**src/rtl/dice_roll_engine.sv**
```systemverilog
// Multi-die roller: rejection-samples the SIPO stream into 1..MAX_DICE uniform dice,
// accumulates the sum and optionally sends it as two 8N1 UART bytes (low byte first).
module dice_roll_engine #(
  parameter int RAND_W       = 7,
  parameter int MAX_DICE     = 8,
  parameter int SUM_W        = 10,
  parameter int UART_EN      = 1,
  parameter int CLKS_PER_BIT = 868
) (
  input  logic              i_clk,
  input  logic              i_reset,
  input  logic              i_roll,
  input  logic [3:0]        i_dieSelect,
  input  logic [3:0]        i_count,
  input  logic [RAND_W-1:0] i_randomData,
  input  logic              i_valid,
  output logic              o_req,
  output logic              o_busy,
  output logic              o_done,
  output logic              o_err,
  output logic [SUM_W-1:0]  o_sum,
  output logic [6:0]        o_lastDie,
  output logic [7:0]        o_rejects,
  output logic              o_tx
);

  typedef enum logic [2:0] {
    IDLE, COLLECT, DONE, TX_START, TX_DATA, TX_STOP
  } state_t;

  localparam int CNT_W = $clog2(CLKS_PER_BIT + 1);
  localparam logic [CNT_W-1:0] LAST_CLK = CNT_W'(CLKS_PER_BIT - 1);

  state_t           r_state, w_next;
  logic [6:0]       r_sides, r_mask, r_lastDie;
  logic [3:0]       r_remaining;
  logic [SUM_W-1:0] r_acc, r_sum;
  logic [7:0]       r_rejects, r_shift;
  logic             r_err, r_byteIdx;
  logic [2:0]       r_bitCnt;
  logic [CNT_W-1:0] r_clkCnt;

  logic [6:0]       w_sides, w_mask, w_m;
  logic             w_selValid, w_cntValid, w_start, w_accept, w_reject, w_final, w_tick, w_inTx;
  logic [SUM_W-1:0] w_accNext;
  logic [15:0]      w_sum16;

  // Masking to k=clog2(sides) bits keeps the rejection rate below one half.
  always_comb begin
    w_sides    = '0;
    w_mask     = '0;
    w_selValid = 1'b1;
    case (i_dieSelect)
      4'd0:    begin w_sides = 7'd2;   w_mask = 7'h01; end
      4'd1:    begin w_sides = 7'd4;   w_mask = 7'h03; end
      4'd2:    begin w_sides = 7'd6;   w_mask = 7'h07; end
      4'd3:    begin w_sides = 7'd8;   w_mask = 7'h07; end
      4'd4:    begin w_sides = 7'd10;  w_mask = 7'h0F; end
      4'd5:    begin w_sides = 7'd20;  w_mask = 7'h1F; end
      4'd6:    begin w_sides = 7'd100; w_mask = 7'h7F; end
      default: w_selValid = 1'b0;
    endcase
  end

  assign w_cntValid = (i_count != 4'd0) && (i_count <= 4'(MAX_DICE));
  assign w_start    = (r_state == IDLE) && i_roll && w_selValid && w_cntValid;
  assign w_m        = i_randomData[6:0] & r_mask;
  assign w_accept   = (r_state == COLLECT) && i_valid && (w_m < r_sides);
  assign w_reject   = (r_state == COLLECT) && i_valid && !(w_m < r_sides);
  assign w_final    = w_accept && (r_remaining == 4'd1);
  assign w_accNext  = r_acc + SUM_W'(w_m) + SUM_W'(1);
  assign w_sum16    = 16'(r_sum);
  assign w_tick     = (r_clkCnt == LAST_CLK);
  assign w_inTx     = (r_state == TX_START) || (r_state == TX_DATA) || (r_state == TX_STOP);

  always_comb begin
    w_next = r_state;
    o_req  = 1'b0;
    o_busy = 1'b1;
    o_done = 1'b0;
    o_tx   = 1'b1;
    case (r_state)
      IDLE: begin
        o_busy = 1'b0;
        if (w_start) w_next = COLLECT;
      end
      COLLECT: begin
        o_req = 1'b1;
        if (w_final) w_next = DONE;
      end
      DONE: begin
        o_done = 1'b1;
        w_next = (UART_EN != 0) ? TX_START : IDLE;
      end
      TX_START: begin
        o_tx = 1'b0;
        if (w_tick) w_next = TX_DATA;
      end
      TX_DATA: begin
        o_tx = r_shift[0];
        if (w_tick && (r_bitCnt == 3'd7)) w_next = TX_STOP;
      end
      TX_STOP: begin
        if (w_tick) w_next = r_byteIdx ? IDLE : TX_START;
      end
      default: w_next = IDLE;
    endcase
  end

  always_ff @(posedge i_clk) begin
    if (i_reset) begin
      r_state     <= IDLE;
      r_sides     <= '0;
      r_mask      <= '0;
      r_lastDie   <= '0;
      r_remaining <= '0;
      r_acc       <= '0;
      r_sum       <= '0;
      r_rejects   <= '0;
      r_shift     <= '0;
      r_err       <= 1'b0;
      r_byteIdx   <= 1'b0;
      r_bitCnt    <= '0;
      r_clkCnt    <= '0;
    end else begin
      r_state  <= w_next;
      r_err    <= (r_state == IDLE) && i_roll && !(w_selValid && w_cntValid);
      r_clkCnt <= (w_inTx && !w_tick) ? r_clkCnt + CNT_W'(1) : '0;
      case (r_state)
        IDLE: if (w_start) begin
          r_sides     <= w_sides;
          r_mask      <= w_mask;
          r_remaining <= i_count;
          r_acc       <= '0;
          r_rejects   <= '0;
        end
        COLLECT: begin
          // Sum is published on the final accept so it is valid alongside o_done.
          if (w_accept) begin
            r_acc       <= w_accNext;
            r_lastDie   <= w_m + 7'd1;
            r_remaining <= r_remaining - 4'd1;
            if (w_final) r_sum <= w_accNext;
          end
          if (w_reject && (r_rejects != 8'hFF)) r_rejects <= r_rejects + 8'd1;
        end
        DONE: begin
          r_byteIdx <= 1'b0;
          r_shift   <= w_sum16[7:0];
        end
        TX_START: if (w_tick) r_bitCnt <= '0;
        TX_DATA: if (w_tick) begin
          r_shift  <= r_shift >> 1;
          r_bitCnt <= r_bitCnt + 3'd1;
        end
        TX_STOP: if (w_tick) begin
          r_byteIdx <= 1'b1;
          r_shift   <= w_sum16[15:8];
        end
        default: ;
      endcase
    end
  end

  assign o_err     = r_err;
  assign o_sum     = r_sum;
  assign o_lastDie = r_lastDie;
  assign o_rejects = r_rejects;

endmodule

```
**config.mk**
```make
export PLATFORM = sky130hd
export DESIGN_NAME = dice_roll_engine
export DESIGN_NICKNAME = d
export VERILOG_FILES = /design/src/rtl/dice_roll_engine.sv
export SDC_FILE = /design/constraint.sdc
export NUM_CORES = 1
export LEC_CHECK = 0
export CORE_MARGIN = 4
export CORE_UTILIZATION = 42
export CTS_BUF_LIST = sky130_fd_sc_hd__clkbuf_4 sky130_fd_sc_hd__clkbuf_8 sky130_fd_sc_hd__clkbuf_16
export CTS_CLUSTER_DIAMETER = 50
export CTS_CLUSTER_SIZE = 12
export DETAILED_ROUTE_END_ITERATION = 8
export PLACE_DENSITY = 0.67
export SETUP_SLACK_MARGIN = 0.02
export SLEW_MARGIN = 0
export SYNTH_ARGS = -nofsm -noshare
export SYNTH_HDL_FRONTEND = slang
export SYNTH_SLANG_ARGS = --single-unit
export TNS_END_PERCENT = 10
```
**constraint.sdc**
```tcl
create_clock -name i_clk -period 2.1 [get_ports i_clk]
set_input_delay 0.21 -clock i_clk [delete_from_list [all_inputs] [get_ports i_clk]]
set_output_delay 0.21 -clock i_clk [all_outputs]
set_load 0.01 [all_outputs]
```
## Yosys cells after proc, flatten, opt, wreduce, memory -nomap -nowiden

Index checks and enable logic that the tools add are counted.

| operators by class | value |
|---|---|
| add/subtract/negate cells | 7 |
| order comparisons | 2 |
| equality and inequality tests | 23 |
| multiplexer cells | 31 |
| bitwise logic cells | 2 |
| reduce and logical (&&, ||, !) cells | 37 |

Operator list:

| kind | number |
|---|---|
| case mux 7 bit (7 select lines) | 1 |
| case mux 7 bit (6 select lines) | 1 |
| 2-to-1 mux 8 bit | 4 |
| case mux 8 bit (3 select lines) | 1 |
| 2-to-1 mux 3 bit | 7 |
| adder 10 x 1 -> 10 bit, second input constant | 2 |
| 2-to-1 mux 10 bit | 2 |
| case mux 10 bit (2 select lines) | 1 |
| case mux 3 bit (6 select lines) | 1 |
| case mux 8 bit (2 select lines) | 1 |
| AND reduction 3 bit | 5 |
| logical AND 1 bit | 13 |
| == test 4 x 3 -> 1 bit, second input constant | 3 |
| inequality test 2 bit, second input constant | 6 |
| adder 10 x 7 -> 10 bit | 1 |
| == test 10 bit, second input constant | 1 |
| == test 3 bit, second input constant | 3 |
| adder 8 x 1 -> 8 bit, second input constant | 1 |
| == test 4 x 1 -> 1 bit, second input constant | 2 |
| == test 4 x 2 -> 1 bit, second input constant | 2 |
| 2-to-1 mux 4 bit | 2 |
| inequality test 8 bit, second input constant | 1 |
| case mux 4 bit (2 select lines) | 1 |
| adder 7 x 1 -> 7 bit, second input constant | 1 |
| other kinds (24) | 39 |

| storage, ports and cells | value |
|---|---|
| bits in registers | 79 |
| output and inout port bits | 30 |

## Logic depth before layout (Yosys ltp)

| logic depth | value |
|---|---|
| word-level depth | 7 |
| gate-level depth with buffers | 11 |
| depth with buffers taken out | 9 |

## Worst setup path before layout

OpenSTA, ideal clock, no wires.

| timing | value |
|---|---|
| path type | reg2reg |
| from | register r_mask[2] |
| to | register r_acc[6] |
| setup time | 62 ps |
| arrival time | 2,235 ps |
| required time | 2,038 ps |
| slack | -197 ps |
| stages on the path, launching flop included | 9 |
| path buffers | 0 |
| period minus slack after synthesis | 2,297 ps |
| path through | dfxtp_1 > and2_0 > ha_1 > o21ai_0 > a31oi_1 > o311ai_2 > nand2_1 > or4_1 > nand3_1 |

| between the ends | value |
|---|---|
| word-level cells in the longest chain between the ends | 5 |
| elaborated cells on any way between the ends | 9 |

Ends and longest elaborated chain:

| element | RTL line | source |
|---|---|---|
| start: declaration | 35 | `logic [6:0] r_sides, r_mask, r_lastDie;` |
| start signal: assignment | 132 | `r_mask <= w_mask;` |
| AND 7 bit * | 67 | `assign w_m = i_randomData[6:0] & r_mask;` |
| adder 10 x 7 -> 10 bit or less-than comparator 7 bit (tied branches) | 71, 68 |  |
| adder 10 x 1 -> 10 bit or logical AND 1 bit (tied branches) | 71, 68 |  |
| 2-to-1 mux 10 bit or inequality test 2 bit (tied branches) | - |  |
| case mux 10 bit (2 select lines) or AND reduction 3 bit (tied branches) | - |  |
| end signal: assignment | 140 | `r_acc <= w_accNext;` |
| end: declaration | 37 | `logic [SUM_W-1:0] r_acc, r_sum;` |

Every way passes the cells marked *; elsewhere a longest branch is shown, timed or not. The select of a mux whose other input is x is not followed.
A chain may end at the register's enable or synchronous reset.

## Worst setup path in the final report

| timing | value |
|---|---|
| from | register r_mask[0] |
| to | register r_sum[6] (netlist: o_sum[6]) |

| between the ends | value |
|---|---|
| word-level cells in the longest chain between the ends | 5 |
| elaborated cells on any way between the ends | 7 |

Ends and longest elaborated chain:

| element | RTL line | source |
|---|---|---|
| AND 7 bit * | 67 |  |
| parallel branches: the longest is 4 deep, another holds adder 10 x 7 -> 10 bit | - |  |
| end signal: assignment | 143 | `if (w_final) r_sum <= w_accNext;` |
| end: declaration | 37 |  |

Mark *: on every way between the ends.

==> flow_summary_export.csv <==
group,metric,value,unit
global_route,grt_pass1_vias,4127,
cts,cts-root-buf,"clkbuf_8",
pwr,power.internal,2.58,mW
sta,clock_skew,0.0127,ns
critical_path,startpoint_type,"flip-flop",
routing,first_pass_iters,4,
pwr,power.leakage,2.09,nW
sta,fmax,446,MHz
routing,wirelength,11.3,mm
status,outcome,"finished with violations",
routing,num_vias,4171,
sta,maxSlewHeadroom,61.5,%
synth,avgSynthCellArea,8.08,um^2
critical_path,cp_max_fo,3,
synth,synth_ff_type,"dfxtp_1",
cts,worstSkewPairLatency,0.36,ns
global_route,grt_usage,20.1,%
finish,antennaDiodeCount,0,
critical_path,reg2reg_depth,9,
die,die_w,108,um
sta,setup_viol,11,
die,die_area,0.0116,mm^2
global_route,use_met3,3.90,%
critical_path,crit_arrival,2.51,ns
status,violations,"setup timing",
pwr,p_clk_share,30.8,%
finish,layout_commonest_cell,"buf_4",
pwr,seqPwrFrac,42.6,%
global_route,top_usage_layer,"met2",
die,die_h,108,um
cts,clock_path_buffers,2,
synth,async_flop_share,0,%
die,rows,36,
synth,synth.ff_latch_count,76,
routing,drc,0,
cts,path_clk_slew,0.09,ns
finish,final_util,58.9,%
synth,ys_seq_area_share,36.5,%
pwr,ir_worst_vdd,0.000419,V
job,cap_violations,0,
pwr,comb_power_share,26.6,%
die,start_util,42.8,%
global_route,grt_use_met1,25.5,%
global_route,grt_antenna_before_repair,0,
routing,wl_per_cell,14.8,um
synth,synth.yosys.warnings,0,
die,num_io_pins,49,
critical_path,rr_endpoint,"o_sum[6]",
pwr,p_sw_share,31.2,%
critical_path,cp-end-kind,"flip-flop",
critical_path,cp-endpoint,"o_sum[6]",
finish,design_area,0.00573,mm^2
routing,viasPerCell,5.47,
synth,synth-edff-count,0,
min_path,hold_path.class,"input port to flip-flop",
global_route,met2_usage,34.5,%
global_route,grt.overflow.total,0,
routing,antenna_left,0,
pwr,powerDensity,653,mW/mm^2
global_route,grt_max_degree,53,
synth,synth_area,0.00416,mm^2
placed_design,hpwl,8.05,mm
synth,synth_fp_nets,550,
pwr,p_switching,1.17,mW
critical_path,cp-startpoint,"r_mask[0]",
synth,syn_inst,515,
placed_design,dpl_cell_area,0.00527,mm^2
cts,numCtsBuffers,9,
sta,tightest_slew,0.578,ns
sta,rsz0062_at_grt,"true",
cts,clock_sinks,76,
sta,fin_ws,-0.141,ns
placed_design,place.gp.congestion,0.835,
global_route,grt_pass1_wl,19.0,mm
sta,setup-tns-final,-0.991,ns
cts,htree_levels,3,
critical_path,r2r_start,"r_mask[0]",
finish,layout_common_cells,"buf_4, dfxtp_1, nor2_1, clkdlybuf4s50_1, nand2_1",
sta,finalMaxSlewViolations,0,
sta,fin_crit,2.24,ns
finish,area_delta_synth_final,37.6,%
finish,drive_gt1_share,24.8,%
die,fp.coreArea,0.00973,mm^2
routing,drtIter0Drc,222,
sta,fin_crit_sh,107,%
min_path,hold_start,"i_reset",
critical_path,reg2reg_slack,-0.14,ns
cts,cts_tree,"done",
finish,nets,659,
critical_path,cp_data_required_time,2.37,ns
sta,hold_viol,0,
placed_design,numPortBuffers,48,
critical_path,path_class,"flip-flop to flip-flop",
synth,synth_cell_types,69,
## per-stage QoR
stage          std cells  setup WS, ns  total power, mW  hold WS [ns]
4_1_cts              759        -0.105             3.73         0.183
3_5_place_dp         740        -0.514             2.56         0.451
6_report             762        -0.141             3.74         0.187
5_1_grt              762        -0.245             3.94         0.205
3_3_place_gp         740        -0.450             2.53         0.442
2_1_floorplan        515       -0.0486             2.16         0.430
## timing repair
action / in CTS / in global routing
cloned: 0 / 0
gates resized for setup: 27 / 21
pin swaps: 16 / 16
buffers inserted: 3 / 3
hold buffers: 0 / 0
setup endpoints to repair: 29 / 49
## layout make-up
class | count | area (um^2)
tap | 133 | 166
clock inverter | 6 | 63.8
inverter | 24 | 90.1
fill | 892 | 4000
sequential | 76 | 1530
multi-input combinational | 388 | 2650
timing repair buffer | 125 | 1090
clock buffer | 10 | 138
## cell usage after synthesis, drive strengths merged (3+ instances only)
| master | instances | area, um^2 |
|---|---|---|
| or4 | 4 | 30.0 |
| a211oi | 19 | 143 |
| clkbuf | 22 | 103 |
| or2 | 3 | 18.8 |
| a2111o | 4 | 45.0 |
| ha | 15 | 188 |
| nand3 | 23 | 115 |
| o2111ai | 4 | 35.0 |
| nor2 | 69 | 259 |
| and2 | 6 | 38.8 |
| nor2b | 3 | 18.8 |
| o21ai | 16 | 83.8 |
| and3 | 11 | 72.6 |
| a22oi | 4 | 30.0 |
| a2bb2oi | 3 | 26.3 |
| inv | 22 | 82.6 |
| a21o | 7 | 53.8 |
| a21oi | 44 | 224 |
| a211o | 5 | 45.0 |
| dfxtp | 76 | 1520 |
| o211ai | 4 | 30.0 |
| a31oi | 6 | 37.5 |
| nor3 | 17 | 85.1 |
| nand4 | 8 | 50.1 |
| o31a | 3 | 26.3 |
| xor2 | 3 | 26.3 |
| buf | 4 | 25.0 |
| mux2i | 8 | 80.1 |
| xnor2 | 14 | 123 |
| nor4 | 5 | 46.3 |
| or3 | 5 | 32.5 |
| nand2 | 45 | 171 |
## flip-flops by register name, indices dropped and copies added, names as in the netlist
name         count
o_err            1
o_lastDie        7
o_rejects        8
o_sum           10
r_acc           10
r_bitCnt         3
r_byteIdx        1
r_clkCnt        10
r_mask           6
r_remaining      4
r_shift          8
r_sides          5
r_state          3
## worst min-delay path by stage
stage                           to  slack [ns]  cells past startpoint
floorplan              r_clkCnt[0]        0.43                      1
detailed placement     r_clkCnt[0]        0.45                      1
CTS                      r_mask[0]        0.18                      2
finish              r_remaining[2]        0.19                      2
global placement       r_clkCnt[0]        0.44                      1
global route          o_rejects[1]        0.20                      2
## critical path, cell delays in order (launching register included)
cell      delay [ns]
dfxtp_4         0.39
nand2_4         0.06
ha_4            0.17
fa_2            0.37
nor2b_4         0.16
o221ai_2        0.13
nand2b_1        0.19
a31oi_2         0.12
or4_1           0.48
o311ai_1        0.08
## power by group through the flow
stage          Combinational, mW  Clock [mW]  Sequential [mW]
2_1_floorplan              0.572           0             1.59
3_3_place_gp               0.923           0             1.61
3_5_place_dp               0.940           0             1.62
4_1_cts                    0.974        1.17             1.59
5_1_grt                     1.10        1.23             1.61
6_report                   0.994        1.15             1.60
## layer usage
layer	vias up	share of wire (%)
met5	-	0
met4	0	1.2
met3	12	3.3
met2	62	50
met1	2006	45
li1	2091	-
## kinds of logic after synthesis
kind of cell    share of synthesized area [%]
flops                                    36.5
simple gates                             24.7
buf+inv                                  5.53
mux                                      1.92
compound gates                           22.7
fa+ha+maj                                4.99
xor+xnor                                 3.58
(Power assumes the default switching activity.)
